--- src/rtl/reg_arbiter.sv ---
// Round-robin arbiter and write sequencer for a shared WIDTH-bit register.
// One owner at a time; ownership rotates after MAX_BURST writes under contention.
module reg_arbiter #(
   parameter int unsigned NREQ      = 4,
   parameter int unsigned WIDTH     = 8,
   parameter int unsigned MAX_BURST = 4
) (
   input  logic                    clk,
   input  logic                    rst,
   input  logic [NREQ-1:0]         req,
   input  logic [NREQ*WIDTH-1:0]   d,
   input  logic                    clr,
   output logic [NREQ-1:0]         grant,
   output logic [NREQ-1:0]         ack,
   output logic [WIDTH-1:0]        q,
   output logic                    q_valid,
   output logic                    busy
);

   localparam int unsigned PW = (NREQ > 1) ? $clog2(NREQ) : 1;
   localparam int unsigned BW = $clog2(MAX_BURST) + 1;

   typedef enum logic {S_IDLE, S_OWN} state_t;

   state_t           r_state;
   logic [NREQ-1:0]  r_grant;
   logic [NREQ-1:0]  r_ack;
   logic [WIDTH-1:0] r_q;
   logic             r_q_valid;
   logic [PW-1:0]    r_ptr;
   logic [PW-1:0]    r_owner;
   logic [BW-1:0]    r_burst;

   logic [PW-1:0]    w_idx;
   logic [PW-1:0]    w_sel;
   logic             w_found;
   logic [NREQ-1:0]  w_sel_oh;
   logic [WIDTH-1:0] w_odata;
   logic [PW-1:0]    w_next_ptr;
   logic             w_own_req;
   logic             w_last;
   logic             w_others;

   // First set request scanning upward from r_ptr, wrapping modulo NREQ.
   always_comb begin
      w_idx   = '0;
      w_sel   = r_ptr;
      w_found = 1'b0;
      for (int unsigned k = 0; k < NREQ; k++) begin
         w_idx = PW'((32'(r_ptr) + k) % NREQ);
         if (!w_found && req[w_idx]) begin
            w_sel   = w_idx;
            w_found = 1'b1;
         end
      end
   end

   always_comb begin
      w_odata = '0;
      for (int unsigned i = 0; i < NREQ; i++) begin
         if (r_owner == PW'(i)) w_odata = d[i*WIDTH +: WIDTH];
      end
   end

   assign w_sel_oh   = NREQ'(1) << w_sel;
   assign w_next_ptr = (r_owner == PW'(NREQ-1)) ? '0 : r_owner + 1'b1;
   assign w_own_req  = req[r_owner];
   assign w_last     = (r_burst == BW'(MAX_BURST-1));
   assign w_others   = |(req & ~r_grant);

   always_ff @(posedge clk or negedge rst) begin
      if (!rst) begin
         r_state   <= S_IDLE;
         r_grant   <= '0;
         r_ack     <= '0;
         r_q       <= '0;
         r_q_valid <= 1'b0;
         r_ptr     <= '0;
         r_owner   <= '0;
         r_burst   <= '0;
      end else begin
         r_ack <= '0;
         case (r_state)
            S_IDLE: begin
               if (|req) begin
                  r_grant <= w_sel_oh;
                  r_owner <= w_sel;
                  r_burst <= '0;
                  r_state <= S_OWN;
               end
            end
            S_OWN: begin
               if (w_own_req) begin
                  // A cleared cycle is not a write: burst count and rotation hold.
                  if (!clr) begin
                     r_q       <= w_odata;
                     r_q_valid <= 1'b1;
                     r_ack     <= r_grant;
                     if (w_last && w_others) begin
                        r_grant <= '0;
                        r_ptr   <= w_next_ptr;
                        r_burst <= '0;
                        r_state <= S_IDLE;
                     end else if (w_last) begin
                        r_burst <= '0;
                     end else begin
                        r_burst <= r_burst + 1'b1;
                     end
                  end
               end else begin
                  r_grant <= '0;
                  r_ptr   <= w_next_ptr;
                  r_burst <= '0;
                  r_state <= S_IDLE;
               end
            end
            default: r_state <= S_IDLE;
         endcase
         if (clr) begin
            r_q       <= '0;
            r_q_valid <= 1'b0;
         end
      end
   end

   assign grant   = r_grant;
   assign ack     = r_ack;
   assign q       = r_q;
   assign q_valid = r_q_valid;
   assign busy    = |r_grant;

endmodule

--- config.mk ---
export PLATFORM = sky130hd
export DESIGN_NAME = reg_arbiter
export DESIGN_NICKNAME = d
export VERILOG_FILES = /design/src/rtl/reg_arbiter.sv
export SDC_FILE = /design/constraint.sdc
export NUM_CORES = 1
export LEC_CHECK = 0
export CAP_MARGIN = 40
export CORE_MARGIN = 2
export CORE_UTILIZATION = 41
export CTS_CLUSTER_SIZE = 10
export DETAILED_ROUTE_END_ITERATION = 10
export PLACE_DENSITY = 0.76
export SYNTH_ARGS = -nofsm -noshare
export SYNTH_HDL_FRONTEND = slang
export SYNTH_SLANG_ARGS = --single-unit
--- constraint.sdc ---
create_clock -name clk -period 2.1 [get_ports clk]
set_input_delay 0.21 -clock clk [delete_from_list [all_inputs] [get_ports clk]]
set_output_delay 0.21 -clock clk [all_outputs]
set_load 0.02 [all_outputs]
==> results of run 1 <==
## cells by family after synthesis
group | after synthesis
AND/OR/NAND/NOR | 65
adder cells (fa/ha/maj) | 5
buffers and inverters | 13
multiplexers | 5
flip-flops | 25
AO/OA/AOI/OAI | 41
## critical path: cells and delay by family (launching register included)
family                     cells  cell delay (ps)
adders and majority gates      1              210
DFF                            1              500
and+or+nand+nor                2              460
AOI/OAI and AO/OA              2              470
buffers and inverters          1              100
## cell usage in the layout (no fill, tap or decap), types with 2 or more instances in the layout
master	synthesis	layout
nand2b_1	7	7
a211oi_1	3	3
nor4_1	2	2
ha_1	5	5
o2111ai_1	2	2
nor2_1	14	14
clkdlybuf4s50_1	0	55
a22o_1	3	3
a21oi_1	6	6
nor3_1	7	7
mux2_2	4	4
buf_4	0	6
inv_1	5	5
o311a_1	7	7
o21ai_0	3	3
clkbuf_4	0	3
and2_1	4	4
dfrtp_1	25	25
nor2b_1	14	13
a221oi_1	7	7
o2bb2ai_1	2	2
nand2_1	11	11
a21o_1	2	2
## cells in the mapped netlist, types with 5 or more instances
| master | number |
|---|---|
| nor2_1 | 14 |
| nand2_1 | 11 |
| a221oi_1 | 7 |
| nand2b_1 | 7 |
| ha_1 | 5 |
| nor2b_1 | 14 |
| clkbuf_1 | 5 |
| nor3_1 | 7 |
| o311a_1 | 7 |
| inv_1 | 5 |
| dfrtp_1 | 25 |
| a21oi_1 | 6 |
## layout make-up
class,count,area [um^2],area share (%)
Clock buffer,4,26.3,1.23
Tap cell,46,57.6,2.69
Sequential cell,25,626,29.3
Timing Repair Buffer,62,608,28.5
Multi-Input combinational cell,116,800,37.4
Inverter,5,18.8,0.879
## sequential cells by signal, summed over array words and instances, names as in the netlist
| signal | cells |
|---|---|
| q | 8 |
| grant | 4 |
| r_burst | 3 |
| q_valid | 1 |
| ack | 4 |
| r_owner | 2 |
| r_state | 1 |
| r_ptr | 2 |
## how the worst min path moves through the flow
stage	to	slack, ps	from
after CTS	ack[3]$_DFF_PN0_	260	rst
after global placement	r_burst[1]$_DFFE_PN0P_	480	r_burst[1]$_DFFE_PN0P_
after detailed placement	q_valid$_DFFE_PN0P_	490	q_valid$_DFFE_PN0P_
after global routing	ack[0]$_DFF_PN0_	260	rst
after floorplan	ack[0]$_DFF_PN0_	-90	rst
final	q_valid$_DFFE_PN0P_	250	rst
## metal layers
metal  GRT usage (%)  part of all wire (%)  vias up
met5               0                     0        -
met2            35.3                    51       46
li1                -                     -      685
met3            4.58                   5.7        4
met1            22.2                    42      683
met4            3.46                   1.0        0
## metrics by stage
stage	power, mW	worst slack (ps)	cells	area (um^2)
2_1_floorplan	1.87	302	154	1490
3_3_place_gp	2.40	168	254	2100
3_5_place_dp	2.44	60.1	254	2100
4_1_cts	2.65	41.0	258	2130
5_1_grt	2.84	131	258	2140
6_report	2.63	269	258	2140
## power groups by stage
stage,logic [mW],registers (mW),clock network (mW)
after floorplan,0.922,0.947,0
after global routing,1.74,0.862,0.236
after detailed placement,1.60,0.840,0
after CTS,1.61,0.828,0.216
final,1.60,0.825,0.210
after global placement,1.57,0.829,0
==> flow_metrics.env, run 1 <==
export IMPL_cts_root_buf="clkbuf_4"
export IMPL_synth_fa_ha_area_share_pct=4.21
export IMPL_end_kind="flip-flop"
export IMPL_syn_avg_cell_area_um2=9.65
export IMPL_post_cts_buffers=0
export IMPL_gp_congestion=0.796
export IMPL_finalMaxSlewViolations=0
export IMPL_synth_mux_area_share_pct=4.55
export IMPL_synthArstFlopShare_pct=100
export IMPL_yosys_area_top_type_share_pct=42.1
export IMPL_setup_viol=0
export IMPL_fmax_mhz=546
export IMPL_synth_seq_cells=25
export IMPL_die_x_um=64.2
export IMPL_synth_top_family_by_area="simple AND/OR/NAND/NOR gates"
export IMPL_startpoint="r_owner[1]$_DFFE_PN0P_"
export IMPL_clk_latency_ps=310
export IMPL_r2r_start="r_owner[1]$_DFFE_PN0P_"
export IMPL_synth_nets=198
export IMPL_critPathCapture="q[0]$_DFFE_PN0P_"
export IMPL_period_share_pct=87.2
export IMPL_ys_types=36
export IMPL_clk_path_buf_depth=2
export IMPL_rows=21
export IMPL_slowest_stage="dfrtp_1"
export IMPL_routed_via_density=5.50
export IMPL_p_sw_share_pct=41.7
export IMPL_crit_required_ps=2320
export IMPL_synth_main_ff_cell="dfrtp_1"
export IMPL_dp_hpwl_um=2960
export IMPL_antenna_left=0
export IMPL_vdd_ir_drop_worst_mv=0.734
export IMPL_synthXorXnorAreaFrac_pct=0
export IMPL_drt_iter0_drc=47
export IMPL_fin_crit_ps=1830
export IMPL_r2r_slack_ps=270
export IMPL_grt_pass1_wl_um=6330
export IMPL_p_comb_share_pct=60.7
export IMPL_hold_ws_ps=252
export IMPL_clock_sinks=25
export IMPL_cp_start_kind="flip-flop"
export IMPL_grt_pass1_vias=1467
export IMPL_core_area_um2=3420
export IMPL_cts_buffers=3
export IMPL_nFillCells=310
export IMPL_ctsHoldBuffers=0
export IMPL_io_pins=57
export IMPL_drt_total_wl_um=3790
export IMPL_cts_tree="done"
export IMPL_max_stage_delay_ps=500
export IMPL_die_y_um=64.2
export IMPL_slew_headroom_pct=63.0
export IMPL_synth_cells=154
export IMPL_ys_warn_count=0
export IMPL_power_density_nw_per_um2=1230
export IMPL_yosysTopAreaCell="dfrtp_1"
export IMPL_drt_pass1_iter_count=4
export IMPL_vias=1418
export IMPL_worst_setup_path_type="reg2reg"
export IMPL_nets=257
export IMPL_n_antenna_cell=0
export IMPL_post_route_util_pct=62.5
export IMPL_critPathArrivalTime_ps=2050
export IMPL_syn_cell_area_um2=1490
export IMPL_post_drt_wl_per_cell_um=14.7
export IMPL_internal_power_mw=1.54
export IMPL_h_tree_depth=1
export IMPL_ys_top_cells_by_area="dfrtp_1, nor2b_1, o311a_1"
export IMPL_dieArea_um2=4120
export IMPL_synthSimpleGateAreaFrac_pct=22.8
export IMPL_rr_worst_depth=6
export IMPL_grt_max_degree=26
export IMPL_p_switching_mw=1.10
export IMPL_tightest_slew_ps=556
export IMPL_power_share_clock_pct=8.0
export IMPL_p_leak_nw=0.917
export IMPL_area_growth_pct=43.7
export IMPL_hold_path_class="in2async"
export IMPL_synth_compound_area_share_pct=22.1
export IMPL_path_clk_slew_ps=130
export IMPL_portBuffers=56
export IMPL_cap_viol_max_count=0
export IMPL_seqPwrFrac_pct=31.3
export IMPL_postCtsResizedCells=0
export IMPL_grt_ovfl_total=0
export IMPL_synth_seq_area_share_pct=42.1
export IMPL_drc=0
export IMPL_hold_viol=0
export IMPL_final_layout_size_suffix_gt1_share_pct=8.49
export IMPL_gr_usage_all_layers_pct=19.0
export IMPL_setup_tns_ps=0
export IMPL_start_util_pct=43.5
export IMPL_rsz0062_at_grt="false"
export IMPL_critical_path_peak_fanout=7
export IMPL_antenna_found_initial=0
export IMPL_synth_edf_count=0
export IMPL_fin_skew_ps=4.50
export IMPL_path_cells="inv_1, ha_1, nor2b_2, a221oi_1, o311a_1, nor3_1"
export IMPL_reg2reg_to="q[0]$_DFFE_PN0P_"
export IMPL_status="finished, final reports clean"
(Power assumes the default switching activity.)
==> run 2, diff against run 1 <==
- GPL_TIMING_DRIVEN: not set -> 0
==> run 2 against run 1 <==
Hold slack worse by 5.4 ps. Largest power group unchanged. Register-to-register slack worse by 70 ps. First-iteration DRC count stayed put. Maximum frequency decreased by 3.8%. Worst setup slack got worse by 72 ps. Clock power increased by 5%. Global-route usage about the same. Critical path depth did not move.
==> flow_metrics.env, run 2 (synthesis results as in run 1) <==
export IMPL_setup_tns_ps=0
export IMPL_rows=21
export IMPL_slew_headroom_pct=59.9
export IMPL_ctsHoldBuffers=0
export IMPL_dieArea_um2=4120
export IMPL_critPathArrivalTime_ps=2100
export IMPL_routed_via_density=5.42
export IMPL_die_x_um=64.2
export IMPL_start_util_pct=43.5
export IMPL_vias=1410
export IMPL_cap_viol_max_count=0
export IMPL_final_cell_mix="clkdlybuf4s50_1, dfrtp_1, nor2b_1, nor2_1, nand2_1"
export IMPL_postCtsResizedCells=0
export IMPL_cp_start_kind="flip-flop"
export IMPL_path_clk_slew_ps=140
export IMPL_drt_total_wl_um=3740
export IMPL_final_layout_size_suffix_gt1_share_pct=7.94
export IMPL_path_cells="ha_1, clkbuf_1, buf_1, a21oi_1, a22oi_1, a211oi_2"
export IMPL_antenna_left=0
export IMPL_rsz0062_at_grt="false"
export IMPL_post_cts_buffers=0
export IMPL_gr_usage_all_layers_pct=19.0
export IMPL_status="finished, final reports clean"
export IMPL_setup_viol=0
export IMPL_n_antenna_cell=0
export IMPL_hold_path_class="in2async"
export IMPL_layout_cells_non_filler=260
export IMPL_nets=259
export IMPL_drt_pass1_iter_count=4
export IMPL_dp_hpwl_um=2940
export IMPL_dpl_cell_area_um2=2120
export IMPL_p_leak_nw=0.913
export IMPL_hold_viol=0
export IMPL_worst_setup_path_type="reg2reg"
export IMPL_critical_path_peak_fanout=10
export IMPL_period_share_pct=90.6
export IMPL_grt_pass1_wl_um=6270
export IMPL_grt_ovfl_total=0
export IMPL_grt_pass1_vias=1426
export IMPL_max_stage_delay_ps=510
export IMPL_clk_path_buf_depth=2
export IMPL_fin_crit_ps=1900
export IMPL_io_pins=57
export IMPL_post_drt_wl_per_cell_um=14.4
export IMPL_portBuffers=56
export IMPL_grt_max_degree=16
export IMPL_largest_register_ffs=8
export IMPL_critPathTopFamily="buffers and inverters"
export IMPL_layout_commonest_cell="clkdlybuf4s50_1"
export IMPL_core_area_um2=3420
export IMPL_h_tree_depth=1
export IMPL_nFillCells=300
export IMPL_fmax_mhz=525
export IMPL_stdcell_area_um2=2150
export IMPL_cts_tree="done"
export IMPL_end_kind="flip-flop"
export IMPL_clock_sinks=25
export IMPL_drt_iter0_drc=47
export IMPL_finalMaxSlewViolations=0
export IMPL_area_growth_pct=44.7
export IMPL_crit_buf_inv=2
export IMPL_cts_buffers=3
export IMPL_tightest_slew_ps=600
export IMPL_vdd_ir_drop_worst_mv=0.644
export IMPL_crit_required_ps=2300
export IMPL_gp_congestion=0.889
export IMPL_power_density_nw_per_um2=1240
export IMPL_die_y_um=64.2
export IMPL_clk_latency_ps=320
export IMPL_antenna_found_initial=0
export IMPL_drc=0
export IMPL_dp_cells=257
export IMPL_fin_skew_ps=5.08
export IMPL_cts_root_buf="clkbuf_4"
export IMPL_slowest_stage="dfrtp_1"
[run 2: worst paths after layout]
kind	startpoint	to	slack [ps]	cells after the start
worst max register to register	r_owner[0]$_DFFE_PN0P_	q[5]$_DFFE_PN0P_	200	6
worst max-delay path	r_owner[0]$_DFFE_PN0P_	q[5]$_DFFE_PN0P_	200	6
min in group clk	q_valid$_DFFE_PN0P_	q_valid$_DFFE_PN0P_	520	2
worst min-delay path	rst	q[4]$_DFFE_PN0P_	250	1
worst min register to register	q_valid$_DFFE_PN0P_	q_valid$_DFFE_PN0P_	520	2
max in group asynchronous	rst	r_owner[1]$_DFFE_PN0P_	1330	2
[run 2: per-layer routing]
metal | share of wire (%) | routed length, um | track usage [%]
met5 | 0 | 0 | 0
met4 | 0.85 | 32 | 5.05
met3 | 5.9 | 220 | 2.82
met2 | 49 | 1840 | 34.6
met1 | 44 | 1650 | 23.3
[run 2: cell type report]
type                       count  area, um^2  share of cell area (%)
inverter                       5        18.8                   0.873
timing repair buffer          57         578                    26.9
sequential                    25         627                    29.1
clock buffer                   3        22.5                    1.05
clock inverter                 1        7.51                   0.349
buffer                         7        42.5                    1.98
multi-input combinational    116         797                    37.1
tap                           46        57.6                    2.68
[run 2: power breakdown]
part,internal [mW],switching (mW)
clock,0.0727,0.149
combinational,0.815,0.795
sequential,0.659,0.170
total,1.55,1.11
[run 2: stage by stage]
stage / power, mW / hold WS (ps) / util [%] / setup slack, ps
6_report: 2.66 / 247 / 63.0 / 196
5_1_grt: 2.87 / 265 / 63.0 / 1.14
4_1_cts: 2.69 / 253 / 62.9 / 12.4
3_5_place_dp: 2.46 / 491 / 62.1 / 17.0
3_3_place_gp: 2.41 / 481 / 61.6 / 65.4
2_1_floorplan: 1.87 / -85.6 / - / 302
==> run 3, diff against run 2 <==
- CTS_BUF_LIST: not set -> sky130_fd_sc_hd__clkbuf_2 sky130_fd_sc_hd__clkbuf_4 sky130_fd_sc_hd__clkbuf_8
- HOLD_SLACK_MARGIN: not set -> 0.05
==> results of run 3 <==
The final DEF is identical to that of run 2; final timing and power are the same.
